===== src/rtl/mem_port_arbiter.sv =====
// rtl/mem_port_arbiter.sv - arbitrates fetch and data access onto one memory port
// Data has priority; fetch is forced through after STARVE_MAX consecutive data grants.
module mem_port_arbiter #(
    parameter int ADDR_WIDTH  = 32,
    parameter int DATA_WIDTH  = 32,
    parameter int MEM_LATENCY = 1,
    parameter int STARVE_MAX  = 2
) (
    input  logic                  clk,
    input  logic                  rst,
    input  logic                  if_req,
    input  logic [ADDR_WIDTH-1:0] if_addr,
    output logic                  if_ack,
    output logic [DATA_WIDTH-1:0] if_rdata,
    input  logic                  d_req,
    input  logic                  d_we,
    input  logic [ADDR_WIDTH-1:0] d_addr,
    input  logic [DATA_WIDTH-1:0] d_wdata,
    input  logic [1:0]            d_size,
    input  logic                  d_signed,
    output logic                  d_ack,
    output logic [DATA_WIDTH-1:0] d_rdata,
    output logic                  stall,
    output logic                  mem_en,
    output logic                  mem_we,
    output logic [ADDR_WIDTH-1:0] mem_addr,
    output logic [DATA_WIDTH-1:0] mem_wdata,
    output logic [1:0]            mem_size,
    input  logic [DATA_WIDTH-1:0] mem_rdata
);
    typedef enum logic [1:0] {IDLE, ISSUE, WAIT, DONE} state_t;

    localparam int CW = (MEM_LATENCY > 1) ? $clog2(MEM_LATENCY) : 1;
    localparam int SW = (STARVE_MAX > 0) ? $clog2(STARVE_MAX + 1) : 1;

    state_t                  state, state_n;
    logic [CW-1:0]           cnt;
    logic [SW-1:0]           starve_cnt;
    logic                    grant, grant_fetch, capture;
    logic                    l_fetch, l_we, l_signed;
    logic [ADDR_WIDTH-1:0]   l_addr;
    logic [DATA_WIDTH-1:0]   l_wdata, lane_wdata, load_ext;
    logic [1:0]              l_size;
    logic [7:0]              ld_byte;
    logic [15:0]             ld_half;

    always_comb begin
        state_n     = state;
        grant       = 1'b0;
        grant_fetch = 1'b0;
        capture     = 1'b0;
        case (state)
            IDLE: begin
                if (if_req || d_req) begin
                    grant       = 1'b1;
                    grant_fetch = if_req && (!d_req || starve_cnt >= SW'(STARVE_MAX));
                    state_n     = ISSUE;
                end
            end
            ISSUE: begin
                if (MEM_LATENCY <= 1) begin
                    capture = 1'b1;
                    state_n = DONE;
                end else begin
                    state_n = WAIT;
                end
            end
            WAIT: begin
                if (cnt == CW'(1)) begin
                    capture = 1'b1;
                    state_n = DONE;
                end
            end
            DONE:    state_n = IDLE;
            default: state_n = IDLE;
        endcase
    end

    // Store data is replicated into every lane so the memory only needs byte enables.
    always_comb begin
        case (d_size)
            2'd0:    lane_wdata = {4{d_wdata[7:0]}};
            2'd1:    lane_wdata = {2{d_wdata[15:0]}};
            default: lane_wdata = d_wdata;
        endcase
    end

    always_comb begin
        ld_byte = mem_rdata[{l_addr[1:0], 3'b000} +: 8];
        ld_half = mem_rdata[{l_addr[1], 4'b0000} +: 16];
        case (l_size)
            2'd0:    load_ext = {{24{l_signed & ld_byte[7]}}, ld_byte};
            2'd1:    load_ext = {{16{l_signed & ld_half[15]}}, ld_half};
            default: load_ext = mem_rdata;
        endcase
    end

    always_ff @(posedge clk or posedge rst) begin
        if (rst) begin
            state      <= IDLE;
            cnt        <= '0;
            starve_cnt <= '0;
            l_fetch    <= 1'b0;
            l_we       <= 1'b0;
            l_signed   <= 1'b0;
            l_addr     <= '0;
            l_wdata    <= '0;
            l_size     <= 2'd0;
            if_rdata   <= '0;
            d_rdata    <= '0;
        end else begin
            state <= state_n;
            if (grant) begin
                l_fetch <= grant_fetch;
                if (grant_fetch) begin
                    l_we       <= 1'b0;
                    l_signed   <= 1'b0;
                    l_addr     <= if_addr;
                    l_wdata    <= '0;
                    l_size     <= 2'd2;
                    starve_cnt <= '0;
                end else begin
                    l_we     <= d_we;
                    l_signed <= d_signed;
                    l_addr   <= d_addr;
                    l_wdata  <= lane_wdata;
                    l_size   <= d_size;
                    if (if_req)
                        starve_cnt <= starve_cnt + SW'(1);
                end
            end
            if (state == ISSUE)
                cnt <= CW'(MEM_LATENCY - 1);
            else if (state == WAIT)
                cnt <= cnt - CW'(1);
            if (capture) begin
                if (l_fetch)
                    if_rdata <= mem_rdata;
                else if (!l_we)
                    d_rdata <= load_ext;
            end
        end
    end

    assign mem_en    = (state == ISSUE);
    assign mem_we    = mem_en & l_we;
    assign mem_addr  = mem_en ? l_addr : '0;
    assign mem_wdata = mem_en ? l_wdata : '0;
    assign mem_size  = mem_en ? l_size : 2'd0;
    assign if_ack    = (state == DONE) & l_fetch;
    assign d_ack     = (state == DONE) & ~l_fetch;
    assign stall     = (if_req & ~if_ack) | (d_req & ~d_ack);

endmodule


===== config.mk =====
export PLATFORM = sky130hd
export DESIGN_NAME = mem_port_arbiter
export DESIGN_NICKNAME = d
export VERILOG_FILES = /design/src/rtl/mem_port_arbiter.sv
export SDC_FILE = /design/constraint.sdc
export NUM_CORES = 1
export LEC_CHECK = 0
export CORE_ASPECT_RATIO = 1.75
export CORE_MARGIN = 4
export CORE_UTILIZATION = 32
export CTS_BUF_LIST = sky130_fd_sc_hd__clkbuf_16
export CTS_CLUSTER_DIAMETER = 200
export DETAILED_ROUTE_END_ITERATION = 12
export SLEW_MARGIN = 30
export SYNTH_ARGS = -nofsm -noshare
export SYNTH_HDL_FRONTEND = slang
export SYNTH_SLANG_ARGS = --single-unit
export TNS_END_PERCENT = 5

===== constraint.sdc =====
create_clock -name clk -period 6.2 [get_ports clk]
set_input_delay 0.62 -clock clk [delete_from_list [all_inputs] [get_ports clk]]
set_output_delay 0.62 -clock clk [all_outputs]
set_load 0.03 [all_outputs]

==> Yosys cells after proc, flatten, opt, wreduce, memory -nomap -nowiden <==
Index checks and enable logic that the tools add are counted.
{ "op_classes": {"add_sub_neg": 2, "n_lt_le_gt_ge": 1, "n_eq_ne": 7, "n_shift": 2, "muxes": 23, "bitwise": 12, "reduce_logical": 13} }
{ "ops": {"columns": ["cell", "count"], "rows": [
  ["32-bit two-way mux", 4],
  ["32-bit case mux with 2 select lines", 2],
  ["32-bit by 6-bit indexed part select with 16-bit output", 1],
  ["32-bit by 6-bit indexed part select with 8-bit output", 1],
  ["2-bit two-way mux", 6],
  ["1-bit two-way mux", 9],
  ["2-bit case mux with 4 select lines", 1],
  ["1-bit bitwise AND", 7],
  ["2-bit by 1-bit equality test with 1-bit output, second input constant", 3],
  ["2-bit logical NOT", 3],
  ["2-bit AND reduction", 3],
  ["2-bit equality test, second input constant", 2],
  ["2-bit != test, second input constant", 2],
  ["1-bit inverter", 4],
  ["2-bit nonzero test", 2],
  ["3-bit AND reduction", 1],
  ["2-bit by 1-bit adder with 2-bit output, second input constant", 1],
  ["2-bit greater-or-equal comparator, second input constant", 1],
  ["1-bit logical OR", 2],
  ["1-bit case mux with 2 select lines", 1],
  ["1-bit logical AND", 1],
  ["1-bit logical NOT", 1],
  ["1-bit bitwise OR", 1],
  ["1-bit subtractor, second input constant", 1]
]} }
{ "word_totals": {"register_bits": 138, "in_bits": 136, "out_inout_bits": 135} }

==> Longest topological paths before layout <==
{ "logic_depth": {"word_depth": 7, "ltp_mapped": 8, "mapped_depth_nobuf": 6} }

==> Worst setup path before layout <==
OpenSTA, ideal clock, no wires.
{ "synth_timing": {"path_kind": "flip-flop to output port", "startpoint": "register state[1]", "endpoint": "output mem_addr[16]", "arrival_ns": 1.664, "slack_ns": 3.916, "stages_incl_launch_ff": 6, "path_buffers": 2, "cell_sequence": "dfrtp_1 -> inv_1 -> ha_1 -> clkbuf_1 -> clkbuf_1 -> and2_1"} }
{ "synth_via": {"elab_chain_cells": 2} }
{ "synth_rtl": {"columns": ["element", "line", "text"], "rows": [
  ["start: declaration", "36", "state_t state, state_n;"],
  ["start signal: assignment", "112", "state <= state_n;"],
  ["2-bit by 1-bit equality test with 1-bit output", "145", "assign mem_en = (state == ISSUE);"],
  ["net mem_en", "24", "output logic mem_en,"],
  ["32-bit two-way mux", "147", "assign mem_addr = mem_en ? l_addr : '0;"],
  ["end: declaration", "26", "output logic [ADDR_WIDTH-1:0] mem_addr,"]
]} }
The timed path passes the listed nets, and every way through them passes these cells.

==> Worst setup path in the final report <==
{ "layout_timing": {"startpoint": "register state[1]", "endpoint": "output mem_wdata[13]"} }
{ "layout_via": {"elab_chain_cells": 2} }
{ "layout_rtl": {"columns": ["element", "line", "text"], "rows": [
  ["2-bit by 1-bit equality test with 1-bit output", "145", null],
  ["32-bit two-way mux", "148", "assign mem_wdata = mem_en ? l_wdata : '0;"],
  ["end: declaration", "27", "output logic [DATA_WIDTH-1:0] mem_wdata,"]
]} }
Every way passes these cells.

==> metrics.yaml <==
final-hold-violation-count: 0
cp_data_required_time_ns: 5.58
routed-via-count: 5919
die_w_um: 119
critPathArrivalTime_ns: 2.53
finalMaxSlewViolations: 0
antenna_found_initial: 0
areaGrowthSynthToFinish_pct: 50.2
gp_congestion: 0.800
wl_per_cell_um: 18.5
synth_edf_count: 0
p_leak_uw: 0.00466
synthesis.area_um2: 6940
numCtsBuffers: 17
firstDrtPassIters: 4
synth_ff_type: "dfrtp_1"
ios: 271
num_rows: 71
chipHeight_um: 203
end_kind: "output port"
yosysSeqAreaShare_pct: 49.7
n_antenna_cell: 0
whs_ns: 0.470
placedCellCount: 1221
coreArea_um2: 21400
setup_viol: 0
syn_nets: 841
cts_hold_buf: 0
maxCapViolations: 0
max_freq_mhz: 317
yosys_warnings: 0
dieArea_um2: 24200
register_area_um2: 3450
fin_crit_sh_pct: 50.8
hpwl_um: 17300
async_reset_ff_share_pct: 100
clkTransAtPathRegs_ns: 0.06
startpoint_type: "flip-flop"
multi_input_comb_area_um2: 3250
start_util_pct: 32.4
ys_ff_latch: 138
ant_nets: 0
clk_path_buf_depth: 2
worstSetupPathType: "flip-flop to output port"
worstHoldPathType: "flip-flop to flip-flop"
syn-instance-count: 700
port-buffer-count: 270
post_cts_buffers: 0
drc: 0
clock-sinks: 138
htree_num_levels: 4
synth_cell_types: 37
cts_resized: 0
fin_cells: 1253
first_iter_violations: 373
crit_fanout: 70
grt_max_degree: 79
status: "finished, final reports clean"
nets: 1089
tns_ns: 0
slew_headroom_pct: 37.6
final.setup_skew_ns: 0.00668
period_minus_slack_ns: 3.15
grt_use_total_pct: 19.2
vdd_drop_max_mv: 0.204
via_per_inst: 4.72
fill_cells: 2074
tightest_slew_ns: 0.932
grt_overflow: 0
grt_pass1_vias: 6267
clkLatencyLatePin_ns: 0.42
rsz0062_at_grt: "no"
wirelength_um: 23200
grt_pass1_wl_um: 35600
cts_tree: "done"
root_buffer: "clkbuf_16"
drive_above_1_share_pct: 9.78
syn_avg_cell_area_um2: 9.92
powerDensity_nw_per_um2: 531
routing by layer:
metal	global-route usage, %	routed length (um)
met5	0	0
met4	8.15	707
met3	4.60	1180
met2	35.8	12700
met1	20.4	8640
layout make-up:
type,count,area share [%]
Tap cell,292,3.50
Timing Repair Buffer,280,26.6
Sequential cell,138,33.1
Multi-Input combinational cell,505,31.1
Clock buffer,17,4.08
Inverter,6,0.264
Clock inverter,15,1.27
worst max-delay path, stage by stage (launching register included):
cell             delay, ns
dfrtp_1               0.40
inv_1                 0.14
ha_4                  0.55
and2_1                0.27
clkdlybuf4s50_1       0.69
cell usage after synthesis, drive strengths merged (4+ instances only):
| library cell | number | area share, % |
|---|---|---|
| a21oi | 17 | 1.2 |
| a221oi | 4 | 0.50 |
| a22oi | 8 | 0.87 |
| and2 | 68 | 6.1 |
| buf | 22 | 2.0 |
| clkbuf | 29 | 1.6 |
| dfrtp | 138 | 50 |
| ha | 5 | 0.90 |
| inv | 5 | 0.27 |
| mux2 | 50 | 8.1 |
| mux2i | 58 | 8.4 |
| nand2 | 126 | 6.8 |
| nand3 | 36 | 2.7 |
| nor2 | 18 | 0.97 |
| nor2b | 9 | 0.81 |
| o21ai | 63 | 4.5 |
| o31ai | 22 | 2.4 |
cell families after synthesis:
group / share of synthesized area (%)
multiplexers: 16.5
flip-flops: 49.7
AO/OA/AOI/OAI: 10.3
AND/OR/NAND/NOR: 18.7
buffers and inverters: 3.88
adder cells (fa/ha/maj): 0.901
flip-flops by register name, indices dropped and copies added (netlist names):
name and count:
d_rdata 32, if_rdata 32, l_addr 32, l_wdata 32, l_size 2, starve_cnt 2
state 2, cnt 1, l_fetch 1, l_signed 1, l_we 1
per-stage QoR:
stage / worst slack [ns] / total power (uW) / utilization (%) / cell area (um^2)
3_5_place_dp: 3.12 / 4610 / 46.1 / 9870
5_1_grt: 2.91 / 5890 / 48.7 / 10400
2_1_floorplan: 1.88 / 3400 / - / 6940
6_report: 3.05 / 5540 / 48.7 / 10400
3_3_place_gp: 3.13 / 4570 / 46.0 / 9860
4_1_cts: 3.01 / 5620 / 48.7 / 10400
where the power goes:
| group | leakage [uW] | switching, uW | internal (uW) |
|---|---|---|---|
| logic | 0.00270 | 1700 | 1250 |
| clock network | 0.000262 | 396 | 583 |
| registers | 0.00170 | 266 | 1340 |
worst paths after layout:
path                            start            end  slack [ns]  cells after the start
min reg2reg                l_addr[25]     l_addr[25]        0.47                      2
max                          state[1]  mem_wdata[13]        3.05                      4
min in group asynchronous         rst   if_rdata[10]        0.69                      2
min                        l_addr[25]     l_addr[25]        0.47                      2
max reg2reg                  state[1]    d_rdata[25]        3.50                      7
max in group asynchronous         rst    if_rdata[6]        4.19                      3
cells in the final DEF, fill, tap and decap left out, types with 3 or more instances in the layout:
cell type and count:
or2_2 3, o22ai_1 3, clkinvlp_4 4, clkinv_1 6
and2_1 68, nor2_1 18, clkinv_2 3, o21ai_0 43
clkbuf_16 17, o21ai_1 19, inv_1 4, mux2i_1 58
ha_1 4, nor2b_1 8, and3_1 3, a21oi_1 17
nand3_1 35, a221oi_1 4, clkdlybuf4s50_1 270, nor3_1 3
mux2_2 48, dfrtp_1 138, a22oi_1 8, buf_4 10
o31ai_1 22, nand2_1 126
Note: power is estimated with default switching activity, not from simulation.
